===== config.mk =====
export PLATFORM = sky130hd
export DESIGN_NAME = carregador_matriz_flat
export DESIGN_NICKNAME = d
export VERILOG_FILES = /design/src/rtl/carregador_matriz_if.sv /design/src/rtl/carregador_matriz.sv /design/src/flat_wrapper.sv
export SDC_FILE = /design/constraint.sdc
export NUM_CORES = 1
export LEC_CHECK = 0
export ABC_AREA = 1
export CORE_ASPECT_RATIO = 0.75
export CORE_UTILIZATION = 34
export CTS_CLUSTER_DIAMETER = 80
export DETAILED_ROUTE_END_ITERATION = 8
export PLACE_DENSITY = 0.54
export SLEW_MARGIN = 0
export SYNTH_ARGS = -nofsm -noshare
export SYNTH_HDL_FRONTEND = slang
export SYNTH_SLANG_ARGS = --single-unit

===== constraint.sdc =====
create_clock -name clk -period 16.1 [get_ports clk]
set_input_delay 3.22 -clock clk [delete_from_list [all_inputs] [get_ports clk]]
set_output_delay 3.22 -clock clk [all_outputs]
set_load 0.01 [all_outputs]

===== src/rtl/carregador_matriz_if.sv =====
// Stream-in / matrix-out bundle for the 5x5 matrix loader.
// Optional build macro: LOADER_SIZE_SEL_EN adds the 3-bit 'size' selector.
// master = producer/consumer side (environment), slave = loader side.
interface carregador_matriz_if #(
  parameter int unsigned DIM = 5,
  parameter int unsigned DW  = 8
);
  localparam int unsigned MatW = DIM * DIM * DW;
  localparam int unsigned CntW = $clog2(DIM * DIM + 1);

  logic [DW-1:0]   in_data;
  logic            in_valid;
  logic            in_ready;
  logic            abort;
  logic [MatW-1:0] matrix_A;
  logic            matrix_valid;
  logic            matrix_ready;
  logic [CntW-1:0] elem_count;
`ifdef LOADER_SIZE_SEL_EN
  logic [2:0]      size;

  modport master (
    output in_data, in_valid, abort, matrix_ready, size,
    input  in_ready, matrix_A, matrix_valid, elem_count
  );

  modport slave (
    input  in_data, in_valid, abort, matrix_ready, size,
    output in_ready, matrix_A, matrix_valid, elem_count
  );
`else
  modport master (
    output in_data, in_valid, abort, matrix_ready,
    input  in_ready, matrix_A, matrix_valid, elem_count
  );

  modport slave (
    input  in_data, in_valid, abort, matrix_ready,
    output in_ready, matrix_A, matrix_valid, elem_count
  );
`endif
endinterface


===== src/rtl/carregador_matriz.sv =====
// Row-major loader for the DIM x DIM signed matrix datapath.
// Accepts one element per valid/ready handshake, assembles the flat matrix bus and
// holds it with matrix_valid until the consumer takes it.
// Optional build macro: LOADER_SIZE_SEL_EN (runtime matrix order 2..DIM via bus.size).
module carregador_matriz #(
  parameter int unsigned DIM = 5,
  parameter int unsigned DW  = 8
) (
  input logic               clk,
  input logic               rst,
  carregador_matriz_if.slave bus
);

  localparam int unsigned Cells = DIM * DIM;
  localparam int unsigned MatW  = Cells * DW;
  localparam int unsigned CntW  = $clog2(Cells + 1);
  localparam int unsigned IdxW  = (DIM > 1) ? $clog2(DIM) : 1;

  typedef enum logic [1:0] {
    StIdle,
    StLoad,
    StFull
  } state_e;

  state_e          state_q, state_d;
  logic [IdxW-1:0] row_q, row_d;
  logic [IdxW-1:0] col_q, col_d;
  logic [IdxW-1:0] last_q, last_d;  // n-1 of the matrix being loaded
  logic [MatW-1:0] mat_q, mat_d;
  logic            valid_q, valid_d;
  logic [CntW-1:0] cnt_q, cnt_d;

  logic            in_ready;
  logic            accept;
  logic [IdxW-1:0] last_sel;
  logic [IdxW-1:0] last_cur;
  logic [CntW-1:0] cell_idx;

  // Handshake: ready depends on state only, so it never loops back from in_valid.
  always_comb begin
    in_ready = (state_q != StFull);
    accept   = bus.in_valid & in_ready;
  end

  // Matrix order selection; only the first accept of a matrix latches it.
  always_comb begin
`ifdef LOADER_SIZE_SEL_EN
    if ((bus.size >= 3'd2) && (32'(bus.size) <= DIM)) begin
      last_sel = IdxW'(bus.size - 3'd1);
    end else begin
      last_sel = IdxW'(DIM - 1);
    end
`else
    last_sel = IdxW'(DIM - 1);
`endif
    last_cur = (state_q == StIdle) ? last_sel : last_q;
    // Positions keep the full DIM x DIM layout even for smaller n.
    cell_idx = CntW'(row_q) * CntW'(DIM) + CntW'(col_q);
  end

  // Next-state: abort beats accept and release; counters move only on accept.
  always_comb begin
    state_d = state_q;
    row_d   = row_q;
    col_d   = col_q;
    last_d  = last_q;
    mat_d   = mat_q;
    valid_d = valid_q;
    cnt_d   = cnt_q;

    if (bus.abort) begin
      state_d = StIdle;
      row_d   = '0;
      col_d   = '0;
      mat_d   = '0;
      valid_d = 1'b0;
      cnt_d   = '0;
    end else begin
      unique case (state_q)
        StIdle, StLoad: begin
          if (accept) begin
            // First element of a new matrix wipes anything left from the last one.
            if (state_q == StIdle) begin
              mat_d  = '0;
              last_d = last_sel;
            end
            for (int k = 0; k < int'(Cells); k++) begin
              if (cell_idx == CntW'(k)) begin
                mat_d[k*DW +: DW] = bus.in_data;
              end
            end
            cnt_d = cnt_q + CntW'(1);
            if (col_q == last_cur) begin
              col_d = '0;
              if (row_q == last_cur) begin
                row_d   = '0;
                state_d = StFull;
                valid_d = 1'b1;
              end else begin
                row_d   = row_q + IdxW'(1);
                state_d = StLoad;
              end
            end else begin
              col_d   = col_q + IdxW'(1);
              state_d = StLoad;
            end
          end
        end
        StFull: begin
          if (bus.matrix_ready) begin
            state_d = StIdle;
            valid_d = 1'b0;
            cnt_d   = '0;
          end
        end
        default: begin
          state_d = StIdle;
        end
      endcase
    end
  end

  // State and datapath registers, cleared asynchronously.
  always_ff @(posedge clk or posedge rst) begin
    if (rst) begin
      state_q <= StIdle;
      row_q   <= '0;
      col_q   <= '0;
      last_q  <= IdxW'(DIM - 1);
      mat_q   <= '0;
      valid_q <= 1'b0;
      cnt_q   <= '0;
    end else begin
      state_q <= state_d;
      row_q   <= row_d;
      col_q   <= col_d;
      last_q  <= last_d;
      mat_q   <= mat_d;
      valid_q <= valid_d;
      cnt_q   <= cnt_d;
    end
  end

  // Drive the bundle outputs straight from registers.
  always_comb begin
    bus.in_ready     = in_ready;
    bus.matrix_A     = mat_q;
    bus.matrix_valid = valid_q;
    bus.elem_count   = cnt_q;
  end

endmodule


===== src/flat_wrapper.sv =====
// flat-port wrapper written by rule: the top's interface ports become plain ports
module carregador_matriz_flat 
#(
  parameter int unsigned DIM = 5,
  parameter int unsigned DW  = 8
)
  (clk, rst, bus_in_data, bus_in_valid, bus_abort, bus_matrix_ready, bus_in_ready, bus_matrix_A, bus_matrix_valid, bus_elem_count);
  carregador_matriz_if #(.DIM(DIM), .DW(DW)) bus_i ();
  input logic clk;
  input logic rst;
  input wire logic [$bits(bus_i.in_data)-1:0] bus_in_data;
  input wire logic [$bits(bus_i.in_valid)-1:0] bus_in_valid;
  input wire logic [$bits(bus_i.abort)-1:0] bus_abort;
  input wire logic [$bits(bus_i.matrix_ready)-1:0] bus_matrix_ready;
  output wire logic [$bits(bus_i.in_ready)-1:0] bus_in_ready;
  output wire logic [$bits(bus_i.matrix_A)-1:0] bus_matrix_A;
  output wire logic [$bits(bus_i.matrix_valid)-1:0] bus_matrix_valid;
  output wire logic [$bits(bus_i.elem_count)-1:0] bus_elem_count;
  assign bus_i.in_data = bus_in_data;
  assign bus_i.in_valid = bus_in_valid;
  assign bus_i.abort = bus_abort;
  assign bus_i.matrix_ready = bus_matrix_ready;
  assign bus_in_ready = bus_i.in_ready;
  assign bus_matrix_A = bus_i.matrix_A;
  assign bus_matrix_valid = bus_i.matrix_valid;
  assign bus_elem_count = bus_i.elem_count;
  carregador_matriz #(.DIM(DIM), .DW(DW)) u_core (.clk(clk), .rst(rst), .bus(bus_i));
endmodule

## Yosys cells after proc, flatten, opt, wreduce, memory -nomap -nowiden

Cells that the tools add are included.

| word-level totals | value |
|---|---|
| bits in registers | 217 |
| bits in latches | 0 |
| memory bits (writable) | 0 |
| ROM bits | 0 |
| bits of input ports | 13 |
| output and inout bits | 207 |
| logic and storage cells | 189 |
| memories kept | 0 |

| cells by class | value |
|---|---|
| add/subtract/negate cells | 4 |
| multiply operators | 1 |
| divide/modulo/power cells | 0 |
| $lt $le $gt $ge | 0 |
| equality and inequality tests | 33 |
| shifts and indexed selects | 0 |
| muxes and demuxes | 55 |
| bitwise gates (word level) | 2 |
| reductions and logical operators | 63 |

Operator list:

| kind | number |
|---|---|
| two-way mux 200 bit | 4 |
| two-way mux 8 bit | 25 |
| AND reduction 3 bit | 28 |
| nonzero test 3 bit | 26 |
| == test 5 bit (second input constant) | 9 |
| == test 5 x 4 -> 1 bit (second input constant) | 8 |
| two-way mux 3 bit | 10 |
| == test 5 x 3 -> 1 bit (second input constant) | 4 |
| two-way mux 5 bit | 3 |
| == test 5 x 2 -> 1 bit (second input constant) | 2 |
| two-way mux 2 bit | 5 |
| case mux 5 bit (2 select lines) | 1 |
| != test 3 x 2 -> 1 bit (second input constant) | 3 |
| adder 3 x 1 -> 3 bit (second input constant) | 2 |
| == test 3 bit | 2 |
| nonzero test 2 bit | 3 |
| adder 5 x 1 -> 5 bit (second input constant) | 1 |
| adder 5 x 3 -> 5 bit | 1 |
| == test 5 x 1 -> 1 bit (second input constant) | 1 |
| zero test 5 bit | 1 |
| multiplier 3 x 3 -> 5 bit (second input constant) | 1 |
| two-way mux 1 bit | 5 |
| AND reduction 5 bit | 1 |
| case mux 2 bit (2 select lines) | 1 |
| other kinds (10) | 11 |

## Depth between registers and ports, before layout

Gate-level depths: netlist of the first run.

| logic depth | value |
|---|---|
| depth after elaboration | 8 |
| mapped depth | 14 |
| gate-level depth less buffers | 13 |

## Worst setup path before layout of the first run

No wires, ideal clock.

| path | value |
|---|---|
| kind | input port to flip-flop |
| start point | input port bus_in_valid |
| end point | register u_core.mat_q[128], in the netlist u_core.bus.matrix_A[128] |
| setup time | 0.065 ns |
| arrival time | 4.096 ns |
| required time | 16.035 ns |
| slack | 11.939 ns |
| stages | 8 |
| path buffers | 2 |
| cell sequence | nand2_1 > nor2_4 > inv_1 > buf_4 > nor2_4 > buf_4 > nand2_1 > nand2_1 |

| on the way | value |
|---|---|
| longest elaborated chain between the ends | 3 |

RTL lines:

| element | line | text |
|---|---|---|
| from (decl) | flat_wrapper.sv:12 | `input wire logic [$bits(bus_i.in_valid)-1:0] bus_in_valid;` |
| AND 1 bit | carregador_matriz.sv:42 | `accept = bus.in_valid & in_ready;` |
| nonzero test 2 bit (no source line) | -- |  |
| AND reduction 3 bit (no source line) | -- |  |
| to (signal assigned) | carregador_matriz.sv:138 | `mat_q <= mat_d;` |
| to (decl) | carregador_matriz.sv:29 | `logic [MatW-1:0] mat_q, mat_d;` |

No other way between the ends.
A chain may end at the register's enable or synchronous reset.

## Worst setup path in the final report of the first run

| path | value |
|---|---|
| start point | input port bus_abort |
| end point | register u_core.cnt_q[2], in the netlist u_core.bus.elem_count[2] |

| on the way | value |
|---|---|
| longest elaborated chain between the ends | 2 |
| elaborated cells between the ends (all ways) | 5 |
| those cells by class | 2 x eq/ne; 1 x mux; 2 x reduce/logical |

RTL lines:

| element | line | text |
|---|---|---|
| from (decl) | flat_wrapper.sv:13 | `input wire logic [$bits(bus_i.abort)-1:0] bus_abort;` |
| != test 3 x 2 -> 1 bit (no source line) (tied with other cells) | -- |  |
| AND reduction 3 bit (no source line) | -- |  |
| to (signal assigned) | carregador_matriz.sv:140 | `cnt_q <= cnt_d;` |
| to (decl) | carregador_matriz.sv:31 | `logic [CntW-1:0] cnt_q, cnt_d;` |

Several ways; a longest one is shown, not always the timed one.

==> results of run 1 <==
-- cells by family (layout without fill, tap and decap cells) --
| logic type | count (synthesis) | in the layout | share of synthesized area |
|---|---|---|---|
| flip-flops | 217 | 217 | 0.584 |
| buffers and inverters | 81 | 321 | 0.0433 |
| XOR/XNOR | 5 | 5 | 0.00471 |
| AO/OA/AOI/OAI | 20 | 20 | 0.0118 |
| adder cells (fa/ha/maj) | 12 | 12 | 0.0169 |
| AND/OR/NAND/NOR | 779 | 779 | 0.340 |
-- report_power, final --
group,internal [mW],switching (mW),total (mW)
registers,0.563,0.0151,0.579
logic,0.0626,0.131,0.194
clock network,0.307,0.222,0.529
-- how the worst min path moves through the flow --
stage                                              start                                   end  cells past startpoint
floorplan                  u_core.state_q[0]$_DFFE_PP0P_          u_core.last_q[2]$_DFFE_PP1P_                      1
global placement      u_core.bus.matrix_A[2]$_DFFE_PP0P_    u_core.bus.matrix_A[2]$_DFFE_PP0P_                      2
detailed placement  u_core.bus.matrix_A[113]$_DFFE_PP0P_  u_core.bus.matrix_A[113]$_DFFE_PP0P_                      2
CTS                 u_core.bus.matrix_A[165]$_DFFE_PP0P_  u_core.bus.matrix_A[165]$_DFFE_PP0P_                      2
global route        u_core.bus.matrix_A[148]$_DFFE_PP0P_  u_core.bus.matrix_A[148]$_DFFE_PP0P_                      2
finish               u_core.bus.matrix_A[30]$_DFFE_PP0P_   u_core.bus.matrix_A[30]$_DFFE_PP0P_                      2
-- worst max-delay path, cell delays in order --
cell,delay [ps]
clkdlybuf4s50_1,630
inv_1,220
nand2_2,790
nor2_1,180
a21oi_2,280
nand2_1,100
o21ai_1,130
a21oi_1,50
-- cell usage after synthesis, types with 2 or more instances --
| cell type | instances | share of area |
|---|---|---|
| xor2_1 | 5 | 0.0047 |
| inv_2 | 10 | 0.0040 |
| ha_1 | 11 | 0.015 |
| buf_4 | 18 | 0.015 |
| nor2_2 | 2 | 0.0013 |
| nor2_4 | 8 | 0.0097 |
| o21ai_0 | 9 | 0.0048 |
| nand2_1 | 696 | 0.28 |
| nand2_4 | 14 | 0.017 |
| nand2_2 | 18 | 0.012 |
| dfrtp_1 | 216 | 0.58 |
| nor2_1 | 25 | 0.010 |
| buf_2 | 2 | 0.0011 |
| inv_1 | 47 | 0.019 |
| nand3_1 | 15 | 0.0081 |
| a21oi_1 | 6 | 0.0032 |
-- placed cells by master, fill, tap and decap left out, types with 9 or more instances in the layout --
cell	count
dfrtp_1	216
inv_1	46
nand3_1	15
nand2_1	695
nor2_1	25
ha_1	11
clkbuf_16	23
nand2_2	19
inv_2	10
nor2_4	10
nand2_4	14
clkdlybuf4s50_1	219
o21ai_0	9
-- cell type report --
type	count	area share
clock buffers	33	0.0537
repair buffers	221	0.176
well taps	351	0.0350
flip-flops and latches	217	0.433
clock inverters	9	0.00609
multi-input cells	816	0.278
inverters	58	0.0184
-- per-stage QoR --
stage	cell area (sq um)	power, mW	hold slack, ps	instances	worst slack, ps
2_1_floorplan	9310	0.707	466	1114	6950
3_3_place_gp	11800	0.783	453	1663	10400
3_5_place_dp	11800	0.784	457	1663	10330
4_1_cts	12500	1.32	473	1705	10870
5_1_grt	12500	1.36	490	1705	10650
6_report	12500	1.30	469	1705	10880
-- sequential cells by signal, indices dropped and copies added, names as in the netlist --
register                 cells
u_core.bus.matrix_A        200
u_core.bus.elem_count        5
u_core.col_q                 3
u_core.last_q                3
u_core.row_q                 3
u_core.state_q               2
u_core.bus.matrix_valid      1
-- metal layers --
layer  part of all wire  wire, um  global-route usage  vias to the layer above
li1                   -         -                   -                     3821
met1               0.52     14500               0.320                     3700
met2               0.40     11300               0.280                      241
met3              0.066      1870              0.0414                       32
met4              0.016       442              0.0379                        0
met5                  0         0                   0                        -
==> flow_metrics.tcl, run 1 <==
set metrics [dict create \
    relSlewSlack 0.288 \
    die_h_um 145 \
    gp_congestion 0.808 \
    r2r_slack_ps 13170 \
    finClkSkew_ps 12.2 \
    r2r_end "u_core.bus.matrix_A[130]$_DFFE_PP0P_" \
    core_sq_um 26900 \
    grt_antenna_before_repair 0 \
    synth.distinct_cells 28 \
    synth.cell_area_sq_um 9310 \
    n_antenna_cell 0 \
    grt_pass1_wl_um 43800 \
    cp-endpoint "u_core.bus.elem_count[2]$_DFFE_PP0P_" \
    min_period_ps 5220 \
    synth_edf_count 0 \
    routed_wl_um 28100 \
    cts_resized 0 \
    portBuffers 219 \
    grt_max_degree 82 \
    timing.fmax_ghz 0.192 \
    crit_arrival_ps 5610 \
    synth-main-ff-cell "dfrtp_1" \
    clk_path_buf_depth 3 \
    clk_latency_ps 520 \
    dieArea_sq_um 28000 \
    syn_avg_cell_area_sq_um 8.35 \
    start_util 0.346 \
    reg2regPathDepth 12 \
    status "finished, violations left" \
    setup_viol 0 \
    crit_fanout 33 \
    numCtsBuffers 23 \
    powerDensity_nw_per_um2 104 \
    rsz0062_at_grt "false" \
    synth_warnings 0 \
    crit_start "bus_abort" \
    dp_hpwl_um 18300 \
    cts_tree "yes" \
    drc 16 \
    routed_via_density 4.57 \
    hold_path_class "register to register" \
    vias 7794 \
    h-tree-depth 1 \
    seqCellArea_sq_um 5430 \
    dieWidth_um 193 \
    period_share 0.324 \
    drt_iter0_drc 517 \
    multiInputGateArea_sq_um 3480 \
    ir_drop_mv 0.0702 \
    fin_nets 1362 \
    tightestPinTransition_ps 1070 \
    end_kind "register" \
    postCtsHoldBufs 0 \
    nFillCells 2637 \
    rr_startpoint "u_core.row_q[0]$_DFFE_PP0P_" \
    cap_violations 0 \
    areaGrowthSynthToFinish_pct 34.8 \
    p_leak_nw 6.73 \
    path_clk_slew_ps 60 \
    critPathLaunchType "input pin" \
    ant_nets 0 \
    post-cts-setup-buffers 0 \
    cts.sinks 217 \
    async_flop_share 1.00 \
    crit_type "input pin to register" \
    cts_root_buf "clkbuf_16" \
    synthCells 1114 \
    utilization 0.466 \
    first_pass_iters 9 \
    grt_use_total 0.202 \
    worstPathRequired_ps 16500 \
    ys_seq_elements 217 \
    grt_pass1_vias 7504 \
    drive_gt1_frac 0.0716 \
    fin_tns_setup_ps 0 \
    syn-num-nets 1139 \
    synth-seq-area-share 0.584 \
    overflow 0 \
    drv_slew 0 \
    wire_per_inst_um 16.5 \
    violations "design-rule violations" \
    top_level_ports 220 \
    row_count 52 \
    hold_viol 0 \
]
No activity file was read; power rests on OpenSTA's default activity.
==> run 2: changes to the inputs <==
PLACE_DENSITY = 0.56   (was 0.54)
clock period = 4.8 ns   (was 16.1 ns; I/O delays follow)
==> run 2 against run 1 <==
Flip-flop and latch count is the same. Via count increased by 0.13%. Clock power rose to 4.1 times the previous value. Critical path depth down 1. Non-clock buffer count rose by 3. Register-to-register slack got worse by 11000 ps. Sequential share of layout area down 0.78 points. The flow still finishes with violations (design-rule violations). Critical path type unchanged. Final cell count up 0.23%. Largest cell class unchanged. Die area stayed put. Largest power group is now clock. Global-route usage increased by 0.35 points.
==> flow_metrics.tcl, run 2 (synthesis results as in run 1) <==
set metrics [dict create \
    crit_type "input pin to register" \
    ir_drop_mv 0.215 \
    grt_antenna_before_repair 0 \
    relSlewSlack 0.252 \
    tightestPinTransition_ps 1120 \
    numCtsBuffers 24 \
    ant_nets 0 \
    dieArea_sq_um 28000 \
    first_pass_iters 7 \
    end_kind "register" \
    crit_slowest_cell "clkdlybuf4s50_1" \
    die_h_um 145 \
    period_share 0.615 \
    min_to "u_core.bus.matrix_A[14]$_DFFE_PP0P_" \
    cts.sinks 217 \
    postCtsHoldBufs 0 \
    portBuffers 219 \
    drive_gt1_frac 0.0766 \
    drt_iter0_drc 597 \
    final_common_cell "nand2_1" \
    finClkSkew_ps 8.13 \
    status "finished, violations left" \
    violations "design-rule violations" \
    vias 7804 \
    wire_per_inst_um 16.8 \
    timing.fmax_ghz 0.339 \
    grt_pass1_wl_um 44200 \
    stdcell_area_sq_um 12800 \
    min_path_cells 2 \
    cts_tree "yes" \
    largest_register_ff_count 200 \
    cts_resized 0 \
    r2r_slack_ps 1870 \
    clk_path_buf_depth 3 \
    path_clk_slew_ps 60 \
    cpPeakStageDelay_ps 670 \
    fin_nets 1366 \
    top_level_ports 220 \
    nFillCells 2611 \
    core_sq_um 26900 \
    worstPathRequired_ps 5210 \
    areaGrowthSynthToFinish_pct 37.2 \
    cp_common_cell "nand2_1" \
    drc 17 \
    hold_viol 0 \
    h-tree-depth 1 \
    drv_slew 0 \
    critPathLaunchType "input pin" \
    post-cts-setup-buffers 0 \
    p_leak_nw 6.84 \
    routed_wl_um 28700 \
    grt_use_total 0.205 \
    dieWidth_um 193 \
    dp_hpwl_um 18500 \
    hp-start "u_core.bus.matrix_A[14]$_DFFE_PP0P_" \
    rr_startpoint "u_core.row_q[2]$_DFFE_PP0P_" \
    hold_path_class "register to register" \
    cp_cell_sequence "clkdlybuf4s50_1, inv_1, nand2_2, buf_4, nand2_1, nand2_1, nand2_1" \
    row_count 52 \
    dpl-instance-area_sq_um 11800 \
    crit_arrival_ps 3360 \
    clk_latency_ps 520 \
    overflow 0 \
    powerDensity_nw_per_um2 372 \
    most-common-layout-cells "nand2_1 (695), clkdlybuf4s50_1 (219), dfrtp_1 (216)" \
    setup_viol 0 \
    grt_pass1_vias 7432 \
    routed_via_density 4.57 \
    n_antenna_cell 0 \
    r2r_end "u_core.bus.matrix_A[129]$_DFFE_PP0P_" \
    gp_congestion 0.792 \
    rsz0062_at_grt "false" \
    reg2regPathDepth 12 \
    min_period_ps 2950 \
    cap_violations 0 \
    grt_max_degree 89 \
    start_util 0.346 \
    cts_root_buf "clkbuf_16" \
    crit_fanout 21 \
    fin_tns_setup_ps 0 \
]
run 2: critical path: cells and delay by family:
| family | cells | cell delay (ps) |
|---|---|---|
| and+or+nand+nor | 4 | 1060 |
| buffers and inverters | 3 | 1320 |
run 2: stage by stage:
stage | utilization | worst slack [ps] | std cells | hold WS (ps) | power [mW]
floorplan | - | 1010 | 1114 | 466 | 2.37
global placement | 0.439 | 1320 | 1666 | 454 | 2.63
detailed placement | 0.439 | 1300 | 1666 | 458 | 2.63
CTS | 0.474 | 1840 | 1709 | 473 | 4.81
global route | 0.474 | 1640 | 1709 | 490 | 4.95
finish | 0.474 | 1850 | 1709 | 466 | 4.75
run 2: worst max-delay path by stage:
stage / slack, ps / cells past startpoint / to / from
floorplan: 1010 / 1 / u_core.bus.elem_count[0]$_DFFE_PP0P_ / rst
global placement: 1320 / 7 / u_core.bus.matrix_A[180]$_DFFE_PP0P_ / bus_abort
detailed placement: 1300 / 7 / u_core.bus.matrix_A[92]$_DFFE_PP0P_ / bus_abort
CTS: 1840 / 12 / u_core.bus.matrix_A[129]$_DFFE_PP0P_ / u_core.row_q[0]$_DFFE_PP0P_
global route: 1640 / 12 / u_core.bus.matrix_A[129]$_DFFE_PP0P_ / u_core.row_q[0]$_DFFE_PP0P_
finish: 1850 / 7 / u_core.bus.matrix_A[181]$_DFFE_PP0P_ / bus_abort
run 2: where the power goes:
part           total, mW  switching, mW  internal, mW  leakage [nW]
combinational      0.657          0.444         0.213          3.36
sequential          1.94         0.0492          1.89          3.02
clock               2.16          0.760          1.40         0.460
total               4.75           1.25          3.50          6.84
run 2: final cells by class:
cell class / count / area, sq um / area share
Multi-Input combinational cell: 816 / 3480 / 0.273
Timing Repair Buffer: 224 / 2250 / 0.177
Clock inverter: 12 / 238 / 0.0186
Sequential cell: 217 / 5430 / 0.425
Clock buffer: 31 / 698 / 0.0547
Inverter: 58 / 226 / 0.0177
Tap cell: 351 / 439 / 0.0344
run 2: per-layer routing:
layer,part of all wire,up-vias,GRT usage,routed length (um)
li1,-,3825,-,-
met4,0.016,0,0.0359,467
met5,0,-,0,0
met2,0.42,236,0.291,12000
met3,0.066,31,0.0365,1900
met1,0.50,3712,0.325,14300
==> run 3: changes to the inputs <==
clock period = 2.5 ns   (was 4.8 ns; I/O delays follow)
==> run 3 against run 2 <==
The flow still finishes with violations (design-rule violations). Power is 87% higher. Worst hold slack got worse by 72 ps. Utilization increased by 2.4 points. Clock power is 62% higher. Final cell count is 2.6% higher. Global-route usage up 0.52 points. Register-to-register slack lost 1800 ps. Via count rose by 2.0%. Combinational power grew to 2.5 times the previous value. Largest cell class unchanged.
==> flow_metrics.tcl, run 3 (synthesis results as in run 1) <==
set metrics [dict create \
    status "finished, violations left" \
    violations "design-rule violations" \
    crit_start "u_core.row_q[1]$_DFFE_PP0P_" \
    r2r_slack_ps 80 \
    dieWidth_um 193 \
    drt_iter0_drc 549 \
    end_kind "register" \
    rsz0062_at_grt "true" \
    crit_arrival_ps 2830 \
    most-common-layout-cells "nand2_1 (661), clkdlybuf4s50_1 (219), dfrtp_1 (216)" \
    crit_fanout 8 \
    fin_ws_ps 76.6 \
    p_leak_nw 7.06 \
    drc 18 \
    grt.met3_usage 0.0418 \
    dieArea_sq_um 28000 \
    fin_cells 1753 \
    groute.layer.met2.usage 0.296 \
    cap_violations 0 \
    setup_viol 0 \
    tightestPinTransition_ps 542 \
    nFillCells 2592 \
    finClkSkew_ps 11.3 \
    cts_tree "yes" \
    overflow 0 \
    grt_max_degree 99 \
    place_inst 1705 \
    core_sq_um 26900 \
    reg2regPathDepth 13 \
    wire_per_inst_um 16.6 \
    clk_latency_ps 510 \
    ir_drop_mv 0.493 \
    grt_antenna_before_repair 0 \
    die_h_um 145 \
    powerDensity_nw_per_um2 661 \
    row_count 52 \
    seqCellArea_sq_um 5430 \
    clk_path_buf_depth 3 \
    hold_viol 0 \
    cp-endpoint "u_core.bus.matrix_A[15]$_DFFE_PP0P_" \
    final_common_cell "nand2_1" \
    areaGrowthSynthToFinish_pct 44.3 \
    dp_slack_ps -187 \
    hold_path_class "input pin to asynchronous set/reset pin" \
    cts.sinks 217 \
    busiest_layer "met1" \
    routed_via_density 4.54 \
    crit_type "register to register" \
    multiInputGateArea_sq_um 3780 \
    ant_nets 0 \
    critPathLaunchType "register" \
    numCtsBuffers 23 \
    dp_hpwl_um 20000 \
    routed_wl_um 29100 \
    drv_slew 0 \
    timing.fmax_ghz 0.413 \
    fin_tns_setup_ps 0 \
    rr_startpoint "u_core.row_q[1]$_DFFE_PP0P_" \
    r2r_end "u_core.bus.matrix_A[15]$_DFFE_PP0P_" \
    grt_pass1_wl_um 45600 \
    worstPathRequired_ps 2900 \
    portBuffers 219 \
    gp_congestion 0.798 \
    h-tree-depth 1 \
    vias 7961 \
    postCtsHoldBufs 0 \
    first_pass_iters 8 \
    grt_use_total 0.210 \
    met1_usage 0.333 \
    largest_register_ff_count 200 \
    grt_pass1_vias 7707 \
    total_power_mw 8.88 \
    n_antenna_cell 0 \
    period_share 0.969 \
    cts_root_buf "clkbuf_16" \
    drive_gt1_frac 0.146 \
    min_period_ps 2420 \
    relSlewSlack 0.638 \
    path_clk_slew_ps 60 \
    top_level_ports 220 \
    fin_nets 1410 \
    start_util 0.346 \
]
## run 3: cell types whose count changed in the layout (fill, tap and decap cells not counted), sizes merged
cell | before | now
clkbuf | 31 | 34
clkinv | 4 | 5
buf | 5 | 50
bufinv | 7 | 2
## run 3: worst min path at each step
stage	depth (start not counted)	from	slack, ps	end
6_report	3	rst	390	u_core.bus.matrix_A[11]$_DFFE_PP0P_
4_1_cts	3	rst	380	u_core.bus.matrix_A[12]$_DFFE_PP0P_
3_5_place_dp	2	u_core.bus.matrix_A[161]$_DFFE_PP0P_	460	u_core.bus.matrix_A[161]$_DFFE_PP0P_
5_1_grt	3	rst	400	u_core.bus.matrix_A[11]$_DFFE_PP0P_
3_3_place_gp	2	u_core.bus.matrix_A[27]$_DFFE_PP0P_	450	u_core.bus.matrix_A[27]$_DFFE_PP0P_
2_1_floorplan	1	u_core.state_q[0]$_DFFE_PP0P_	470	u_core.last_q[2]$_DFFE_PP1P_
## run 3: power breakdown
group | switching [mW] | total [mW] | internal (mW)
logic | 1.03 | 1.66 | 0.638
registers | 0.0880 | 3.72 | 3.63
clock network | 1.41 | 3.49 | 2.08
total | 2.52 | 8.88 | 6.35
## run 3: final cells by class
| type | instances | share of cell area |
|---|---|---|
| clock buffer | 34 | 0.0504 |
| clock inverter | 8 | 0.00727 |
| inverter | 58 | 0.0173 |
| multi-input combinational | 816 | 0.282 |
| sequential | 217 | 0.405 |
| tap | 351 | 0.0327 |
| timing repair buffer | 269 | 0.206 |
## run 3: per-layer routing
metal	vias up	routed length (um)
met3	31	1820
met4	0	416
met1	3809	14700
met5	-	0
met2	196	12200
li1	3925	-
## run 3: stage by stage
stage	cell area, sq um	hold slack, ps	utilization
detailed placement	12300	458	0.457
floorplan	9320	466	-
global route	13400	399	0.498
finish	13400	394	0.498
CTS	13200	384	0.488
global placement	12300	453	0.457
## run 3: timing repair
action                     CTS  global route
setup endpoints to repair  200           200
pin swaps                    2            16
setup buffers                0             6
gates resized for setup     23            59
## run 3: worst max-delay path, stage by stage (launching register included)
cell,delay [ps]
dfrtp_1,400
ha_1,330
ha_4,180
fa_2,400
xor2_2,210
inv_2,110
nand2_4,90
nor2_2,120
buf_4,130
nand2_4,60
nand2_4,80
nand2_8,90
nand2_2,70
nand2_1,40
